===== src/rtl/conv5x5_window_scheduler.sv =====
// Job sequencer for the 5x5 Float8 convolution: loads weights once, then fetches, evaluates and stores every window.
// Optional macro CONV_RELU_EN: negative results (sign bit set) are stored as zero.
//
// state  | meaning
// IDLE   | waiting for start
// LOAD_W | reading the 25 weights into conv_b
// FETCH  | reading the 25 window pixels into conv_a
// CALC   | operands stable, latch conv_y and overflow
// WRITE  | result RAM write, advance window
// DONE   | one-cycle done pulse

module conv5x5_window_scheduler #(
    parameter int IMG_W  = 28,
    parameter int IMG_H  = 28,
    parameter int PX_AW  = 10,
    parameter int RES_AW = 10
) (
    input  logic              clk_i,
    input  logic              rst_i,
    input  logic              start_i,
    output logic              busy_o,
    output logic              done_o,
    output logic              w_rd_o,
    output logic [4:0]        w_addr_o,
    input  logic [7:0]        w_data_i,
    output logic              px_rd_o,
    output logic [PX_AW-1:0]  px_addr_o,
    input  logic [7:0]        px_data_i,
    output logic [199:0]      conv_a_o,
    output logic [199:0]      conv_b_o,
    input  logic [7:0]        conv_y_i,
    input  logic              conv_ovf_i,
    output logic              res_we_o,
    output logic [RES_AW-1:0] res_addr_o,
    output logic [7:0]        res_data_o,
    output logic              ovf_flag_o
);

    localparam int OXW = $clog2(IMG_W);
    localparam int OYW = $clog2(IMG_H);
    localparam logic [OXW-1:0]   OX_LAST  = OXW'(IMG_W - 5);
    localparam logic [OYW-1:0]   OY_LAST  = OYW'(IMG_H - 5);
    localparam logic [PX_AW-1:0] ROW_STEP = PX_AW'(IMG_W - 4);

    typedef enum logic [2:0] {
        S_IDLE,
        S_LOAD_W,
        S_FETCH,
        S_CALC,
        S_WRITE,
        S_DONE
    } state_t;

    state_t              state_q;
    logic [4:0]          k_q;
    logic [2:0]          kc_q;
    logic [OXW-1:0]      ox_q;
    logic [OYW-1:0]      oy_q;
    logic [RES_AW-1:0]   win_q;
    logic [PX_AW-1:0]    base_q;
    logic                busy_q;
    logic                done_q;
    logic                w_rd_q;
    logic [4:0]          w_addr_q;
    logic                px_rd_q;
    logic [PX_AW-1:0]    px_addr_q;
    logic [199:0]        conv_a_q;
    logic [199:0]        conv_b_q;
    logic                res_we_q;
    logic [RES_AW-1:0]   res_addr_q;
    logic [7:0]          res_data_q;
    logic                ovf_q;

    logic [7:0]          res_data_d;
    logic [PX_AW-1:0]    px_addr_d;
    logic [PX_AW-1:0]    base_d;
    logic [4:0]          k_m1;
    logic                last_win;

    always_comb begin
        res_data_d = conv_y_i;
`ifdef CONV_RELU_EN
        if (conv_y_i[7]) begin
            res_data_d = 8'h00;
        end
`endif
        // Within a window: step one column, or wrap to the first column of the next kernel row.
        px_addr_d = (kc_q == 3'd4) ? px_addr_q + ROW_STEP : px_addr_q + PX_AW'(1);
        // Window origin: next column, or first column of the next row (IMG_W-5 + 5).
        base_d    = (ox_q == OX_LAST) ? base_q + PX_AW'(5) : base_q + PX_AW'(1);
        k_m1      = k_q - 5'd1;
        last_win  = (ox_q == OX_LAST) && (oy_q == OY_LAST);
    end

    always_ff @(posedge clk_i) begin
        if (rst_i) begin
            state_q    <= S_IDLE;
            k_q        <= '0;
            kc_q       <= '0;
            ox_q       <= '0;
            oy_q       <= '0;
            win_q      <= '0;
            base_q     <= '0;
            busy_q     <= 1'b0;
            done_q     <= 1'b0;
            w_rd_q     <= 1'b0;
            w_addr_q   <= '0;
            px_rd_q    <= 1'b0;
            px_addr_q  <= '0;
            conv_a_q   <= '0;
            conv_b_q   <= '0;
            res_we_q   <= 1'b0;
            res_addr_q <= '0;
            res_data_q <= '0;
            ovf_q      <= 1'b0;
        end else begin
            case (state_q)
                S_IDLE: begin
                    if (start_i) begin
                        state_q  <= S_LOAD_W;
                        busy_q   <= 1'b1;
                        ovf_q    <= 1'b0;
                        ox_q     <= '0;
                        oy_q     <= '0;
                        win_q    <= '0;
                        base_q   <= '0;
                        k_q      <= '0;
                        w_rd_q   <= 1'b1;
                        w_addr_q <= '0;
                    end
                end
                S_LOAD_W: begin
                    if (k_q != 5'd0) begin
                        conv_b_q[{k_m1, 3'b000} +: 8] <= w_data_i;
                    end
                    if (k_q == 5'd25) begin
                        state_q   <= S_FETCH;
                        k_q       <= '0;
                        kc_q      <= '0;
                        px_rd_q   <= 1'b1;
                        px_addr_q <= base_q;
                    end else begin
                        k_q      <= k_q + 5'd1;
                        w_rd_q   <= (k_q < 5'd24);
                        w_addr_q <= k_q + 5'd1;
                    end
                end
                S_FETCH: begin
                    if (k_q != 5'd0) begin
                        conv_a_q[{k_m1, 3'b000} +: 8] <= px_data_i;
                    end
                    if (k_q == 5'd25) begin
                        state_q <= S_CALC;
                    end else begin
                        k_q       <= k_q + 5'd1;
                        kc_q      <= (kc_q == 3'd4) ? 3'd0 : kc_q + 3'd1;
                        px_rd_q   <= (k_q < 5'd24);
                        px_addr_q <= px_addr_d;
                    end
                end
                S_CALC: begin
                    res_data_q <= res_data_d;
                    res_addr_q <= win_q;
                    ovf_q      <= ovf_q | conv_ovf_i;
                    res_we_q   <= 1'b1;
                    state_q    <= S_WRITE;
                end
                S_WRITE: begin
                    res_we_q <= 1'b0;
                    win_q    <= win_q + RES_AW'(1);
                    base_q   <= base_d;
                    if (ox_q == OX_LAST) begin
                        ox_q <= '0;
                        oy_q <= oy_q + OYW'(1);
                    end else begin
                        ox_q <= ox_q + OXW'(1);
                    end
                    if (last_win) begin
                        state_q <= S_DONE;
                        done_q  <= 1'b1;
                    end else begin
                        state_q   <= S_FETCH;
                        k_q       <= '0;
                        kc_q      <= '0;
                        px_rd_q   <= 1'b1;
                        px_addr_q <= base_d;
                    end
                end
                S_DONE: begin
                    done_q  <= 1'b0;
                    busy_q  <= 1'b0;
                    state_q <= S_IDLE;
                end
                default: begin
                    state_q <= S_IDLE;
                end
            endcase
        end
    end

    assign busy_o     = busy_q;
    assign done_o     = done_q;
    assign w_rd_o     = w_rd_q;
    assign w_addr_o   = w_addr_q;
    assign px_rd_o    = px_rd_q;
    assign px_addr_o  = px_addr_q;
    assign conv_a_o   = conv_a_q;
    assign conv_b_o   = conv_b_q;
    assign res_we_o   = res_we_q;
    assign res_addr_o = res_addr_q;
    assign res_data_o = res_data_q;
    assign ovf_flag_o = ovf_q;

endmodule

===== config.mk =====
export PLATFORM = sky130hd
export DESIGN_NAME = conv5x5_window_scheduler
export DESIGN_NICKNAME = d
export VERILOG_FILES = /design/src/rtl/conv5x5_window_scheduler.sv
export SDC_FILE = /design/constraint.sdc
export NUM_CORES = 1
export LEC_CHECK = 0
export CORE_MARGIN = 3
export CORE_UTILIZATION = 50
export DETAILED_ROUTE_END_ITERATION = 7
export GPL_TIMING_DRIVEN = 0
export PLACE_DENSITY = 0.8
export SLEW_MARGIN = 15
export SYNTH_ARGS = -nofsm -noshare
export SYNTH_HDL_FRONTEND = slang
export SYNTH_SLANG_ARGS = --single-unit

===== constraint.sdc =====
create_clock -name clk_i -period 3.9 [get_ports clk_i]
set_input_delay 0.78 -clock clk_i [delete_from_list [all_inputs] [get_ports clk_i]]
set_output_delay 0.78 -clock clk_i [all_outputs]
set_load 0.02 [all_outputs]

* Word-level counts from Yosys, hierarchy flattened
Index checks and enable logic that the tools add are counted.
** Cells by class
- $add $sub $neg :: 11
- Multiply operators :: 0
- Div/mod/pow operators :: 0
- $lt $le $gt $ge :: 1
- Equal/unequal tests :: 17
- Shift-type cells :: 3
- Multiplexer cells :: 43
- Bitwise logic cells :: 1
- Reductions and logical operators :: 22
** Operators by type and width (count)
- 200-bit bitwise mux :: 2
- 8-bit by 10-bit indexed part select with 200-bit output :: 2
- 8-bit by 10-bit variable shift with 200-bit output, first input constant :: 1
- 10-bit two-way mux :: 6
- 10-bit one-hot mux with 2 select lines :: 2
- 10-bit by 1-bit adder with 10-bit output, second input constant :: 3
- 5-bit two-way mux :: 6
- 10-bit one-hot mux with 3 select lines :: 1
- 5-bit one-hot mux with 2 select lines :: 3
- 3-bit two-way mux :: 8
- 5-bit one-hot mux with 4 select lines :: 1
- 2-bit != test, second input constant :: 8
- 5-bit by 1-bit adder with 5-bit output, second input constant :: 3
- 5-bit == test, second input constant :: 3
- 3-bit one-hot mux with 5 select lines :: 1
- 2-bit AND reduction :: 6
- 2-bit nonzero test :: 6
- 10-bit by 3-bit adder with 10-bit output, second input constant :: 1
- 10-bit by 5-bit adder with 10-bit output, second input constant :: 1
- 8-bit negation with 10-bit output :: 1
- 1-bit one-hot mux with 2 select lines :: 5
- 3-bit == test, second input constant :: 3
- 3-bit one-hot mux with 3 select lines :: 1
- 3-bit AND reduction :: 3
- other kinds (14) :: 21
** Word-level totals
- Bits in registers :: 480
- Latch bits :: 0
- RAM bits :: 0
- Bits in read-only memories :: 0
- Input bits :: 28
- Output and inout bits :: 439
- Word-level logic and storage cells :: 117
- Memories kept :: 0

* Logic depth before layout (Yosys ltp)
- Depth in word-level cells :: 4
- Gate-level depth with buffers :: 14
- Mapped depth without buffers :: 10

* Worst setup path before layout
Ideal clock, no wire load.
- Path kind :: register to register
- From :: register k_q[0]
- To :: register conv_a_q[92] (netlist: conv_a_o[92])
- Library setup time :: 0.070 ns
- Arrival :: 3.076 ns
- Data required time :: 3.830 ns
- Path slack :: 0.754 ns
- Stages on the path, launching flop included :: 13
- Path buffers :: 4
- Clock period less this slack :: 3.146 ns
- Path through :: dfxtp_1 > buf_4 > buf_4 > inv_2 > ha_1 > clkbuf_1 > nor4bb_1 > nor4_1 > nor2_1 > o211ai_1 > clkbuf_1 > or3_1 > a21oi_1
** Between the ends
- Longest elaborated chain between the ends :: 4
- Elaborated cells between the ends (all ways) :: 7
- Those cells by class :: add/sub (2); shift (2); mux (1); reduce/logical (2)
** RTL lines
- start, declared :: RTL line 55 : logic [4:0] k_q;
- start signal, assigned :: RTL line 143 : k_q <= k_q + 5'd1;
- start signal, assigned :: RTL line 155 : k_q <= k_q + 5'd1;
- 5-bit by 1-bit subtractor with 5-bit output :: RTL line 91 : k_m1 = k_q - 5'd1;
- 8-bit negation with 10-bit output :: RTL line 150 : conv_a_q[{k_m1, 3'b000} +: 8] <= px_data_i;
- 8-bit by 10-bit indexed part select with 200-bit output or 8-bit by 10-bit variable shift with 200-bit output (tied branches) :: RTL line 150
- 200-bit bitwise mux :: RTL line 150
- end signal, assigned by index :: RTL line 150
- end, declared :: RTL line 67 : logic [199:0] conv_a_q;
Parallel ways exist; a longest one is shown, timed or not.
A chain may end at the register's enable or synchronous reset.

* Worst setup path after layout
- From :: register k_q[0]
- To :: register conv_a_q[151] (netlist: conv_a_o[151])
Same word-level chain as after synthesis.

==> summary.md <==
| Metric | Value |
|---|---|
| Result of the run | `finished clean` |
| Post-DR vias/cell | `roughly 6.0` |
| Simple logic cell fraction of the synthesized area | `between 20% and 30%` |
| Final antenna-violating net count | `0` |
| PwrDens | `between 300 and 400 nW/µm²` |
| Standard-cell rows | `72` |
| Most common cell type on the critical path | `buf_4` |
| Global Route met2 Usage | `55.46%` |
| Biggest cell delay along the critical path | `~0.46 ns` |
| Number of port buffers | `about 470` |
| Number of antenna violations at the first check in global routing | `4` |
| Die extent in y | `~210 µm` |
| Setup Total Neg Slack | `0 ns` |
| Inserted Clock Buffers | `49` |
| Post-synthesis mux area share | `roughly 14%` |
| Critical-path maximum fanout | `10` |
| Root buffer cell | `clkbuf_16` |
| Starting utilization of the core area | `between 50% and 60%` |
| Final Wtd Congestion | `between 0.9 and 1` |
| Mean Syn Cell Area | `roughly 9 µm²` |
| Clock sink total | `480` |
| Util after Layout | `between 70% and 80%` |
| Slew of the pin with the lowest slew margin | `between 1 and 1.5 ns` |
| Commonest cells post-synth | `dfxtp_1, nand2_1, mux2i_1, nor2_1, a21oi_1` |
| Max-cap violation count | `0` |
| Worst Skew | `0.01610 ns` |
| Post-synth top flop | `dfxtp_1` |
| 1st-pass router iterations | `6` |
| Number of buffers on the longest clock path | `3` |
| Seq cells post-synth | `480` |
| Crit start category | `flip-flop` |
| Number of slew-limit violations in the final report | `0` |
| Post-synthesis instance area | `19850 µm²` |
| Global routing usage summed across all routing layers | `34.66%` |
| Largest delay share family, worst path | `buffers and inverters` |
| CTS tree | `yes` |
| Area of the core | `just under 40000 µm²` |
| Largest net degree at the start of global routing | `15` |
| Xor/xnor share of the synthesized area | `less than 1%` |
| Top cell type's share of synthesized area | `about half` |
| Final hold violation count | `0` |
| Unrepaired setup endpoints after global routing | `yes` |
| Final routed wirelength across all metal layers | `about 76 mm` |
| Worst-Skew Late Latency | `slightly below 0.6 ns` |
| Met3 track utilization from global routing | `between 10 and 15%` |
| First-pass GRT wire length | `113.0 mm` |
| Filler instances | `approximately 3000` |
| Compound-cell area share of the yosys netlist | `roughly 11%` |
| Kind of path behind the tightest hold check | `flip-flop to flip-flop` |
| Highest attainable clock frequency | `~260 MHz` |
| Post-Synthesis Net Count | `around 2200` |
| Post-layout minimum cycle time | `approximately 3.9 ns` |
| Post-detailed-placement half-perimeter wirelength | `between 50 and 60 mm` |
| Final-report setup violation count | `0` |
| Total of warnings raised by yosys | `0` |
| Cell area reported after detailed placement | `25160 µm²` |
| Number of buffers and inverters on the critical path | `6` |
| Crit Path Class | `flip-flop to flip-flop` |
| Clock transition at path regs | `roughly 0.06 ns` |
| Die extent in x | `between 200 and 250 µm` |
| First-iteration detailed-routing DRC count | `1697` |
| Max-slew headroom at the worst pin | `approximately 14%` |
| Top-level port count | `around 470` |
| Met1 Use GR | `42.74%` |
| Grt peak-use layer | `met2` |
| Area of the multi-input gates | `9748 µm²` |
| Cell taking the most area after synthesis | `dfxtp_1` |
| Critical Path, Cell by Cell | `buf_4 > buf_4 > inv_2 > ha_1 > buf_4 > buf_4 > xnor2_1 > xnor2_1 > nor3_2 > o311a_2 > buf_2 > nand2_1 > mux2i_1` |
| Data arrival time of the worst path | `about 4.4 ns` |
| Number of library cell types mapped by synthesis | `83` |
| Number of enable flip-flop cells after synthesis | `0` |
| Overflow left after global routing | `0` |
| Top post-synthesis cells by area | `dfxtp_1, mux2i_1, nand2_1` |
| Part of the cycle the worst path needs | `99.32%` |
| Most common cell in the netlist | `dfxtp_1` |
| Nature of the critical path endpoint | `flip-flop` |
| Detailed-route via count | `19382` |
| Fraction of the mapped netlist area in adder cells | `1.072%` |
| Max IR drop VDD | `slightly below 400 µV` |
| Ys async rst share | `0%` |
| Area growth, synth to finish | `37.53%` |
| Final layout net count | `roughly 2700` |
| Leakage power summed over all cells | `~0.0096 µW` |
| Critical Path RT | `approximately 4.4 ns` |
| DRC errors left | `0` |
| Dominant combinational cell family by area after synthesis | `simple AND/OR/NAND/NOR gates` |
| Seq/Total Area, Yosys | `between 40% and 50%` |
| Area taken by flip-flops and latches | `9610 µm²` |
| Die area | `about 42000 µm²` |
| Vias in the first global route | `between 15000 and 20000` |
| Crit-path slowest cell | `dfxtp_2` |
| Layout cell share with drive strength beyond 1 | `under 10%` |
| Post-route cell area | `~27000 µm²` |
| Syn Inst Count | `between 2000 and 2500` |
| Routed WL per cell | `between 20 and 25 µm` |
| Clock H-tree levels | `2` |
==> where the power goes <==
group,switching (µW),internal [µW]
Clock,1960,2740
Sequential,7.48,4910
Combinational,462,143
Total,2430,7790
==> per-layer routing <==
layer  up-vias  wire length (µm)
met3       241              8738
met1      9351             28550
met5         -                13
met4         2              4245
met2      1152             34620
li1       8636                 -
==> cells by family (layout without fill, tap and decap cells) <==
family / count (synthesis) / after routing
flip-flops: 480 / 480
adder cells (fa/ha/maj): 17 / 17
other: 0 / 2
XOR/XNOR: 11 / 11
multiplexers: 286 / 286
AND/OR/NAND/NOR: 858 / 858
buffers and inverters: 166 / 741
AO/OA/AOI/OAI: 336 / 336
==> layout make-up <==
class	count	share of cell area [%]
clock buffers	67	5.074
multi-input cells	1508	35.71
inverters	15	0.2062
plain buffers	150	2.379
repair buffers	492	18.30
flip-flops and latches	480	35.20
well taps	518	2.374
diodes	2	0.01833
clock inverters	17	0.7425
==> state kept, by name, indices dropped and copies added, names as in the netlist, 5 cells and up <==
register,count
res_addr_o,10
conv_a_o,200
win_q,10
w_addr_o,5
oy_q,5
conv_b_o,200
k_q,5
base_q,10
px_addr_o,10
ox_q,5
res_data_o,8
==> per-stage QoR <==
step / cells / worst slack [ns] / total power (µW) / hold WS [ns]
6_report: 3249 / 0.02657 / 10220 / 0.4551
5_1_grt: 3249 / -0.1058 / 10460 / 0.4749
4_1_cts: 3239 / -0.04566 / 10220 / 0.4545
3_5_place_dp: 3137 / -0.4817 / 5566 / 0.4461
3_3_place_gp: 3137 / -0.5710 / 5557 / 0.4393
2_1_floorplan: 2154 / 0.7541 / 5335 / 0.4427
==> worst paths after layout <==
check	from	to	slack (ns)	cells past startpoint
setup / recovery	k_q[0]	conv_a_o[151]	0.03	13
hold / removal	conv_b_o[82]	conv_b_o[82]	0.46	2
setup reg to reg	k_q[0]	conv_a_o[151]	0.03	13
hold reg to reg	conv_b_o[82]	conv_b_o[82]	0.46	2
==> layout by cell type (no fill, tap or decap), drive strengths merged, types with 15 or more instances in the layout <==
| cell | Yosys | routed |
|---|---|---|
| clkdlybuf4s50 | 0 | 465 |
| clkbuf | 114 | 182 |
| o41ai | 16 | 16 |
| nor3 | 39 | 39 |
| o21ai | 67 | 67 |
| nor2b | 26 | 26 |
| nand4 | 30 | 30 |
| nand3 | 102 | 102 |
| ha | 17 | 17 |
| buf | 37 | 62 |
| mux2i | 275 | 275 |
| dfxtp | 480 | 480 |
| a21oi | 116 | 116 |
| or3 | 23 | 23 |
| a22o | 32 | 32 |
| nor2 | 138 | 138 |
| nand2 | 427 | 427 |
| inv | 15 | 15 |
| o31ai | 26 | 26 |
==> repair_timing <==
item,CTS,global route
setup buffers,18,9
endpoints found under the setup margin,317,261
hold buffers,0,0
resized for setup,37,17
pin swaps,11,7
==> worst reg2reg max path, delay by kind of cell, from the launching register on <==
kind / cells / cell delay [ns]
buffers and inverters: 6 / 1.28
and+or+nand+nor: 2 / 0.59
xor gates and xnor gates: 2 / 0.54
DFF: 1 / 0.46
AOI/OAI and AO/OA: 1 / 0.46
adders and majority gates: 1 / 0.27
muxes: 1 / 0.21
Note: power is estimated with default switching activity, not from simulation.
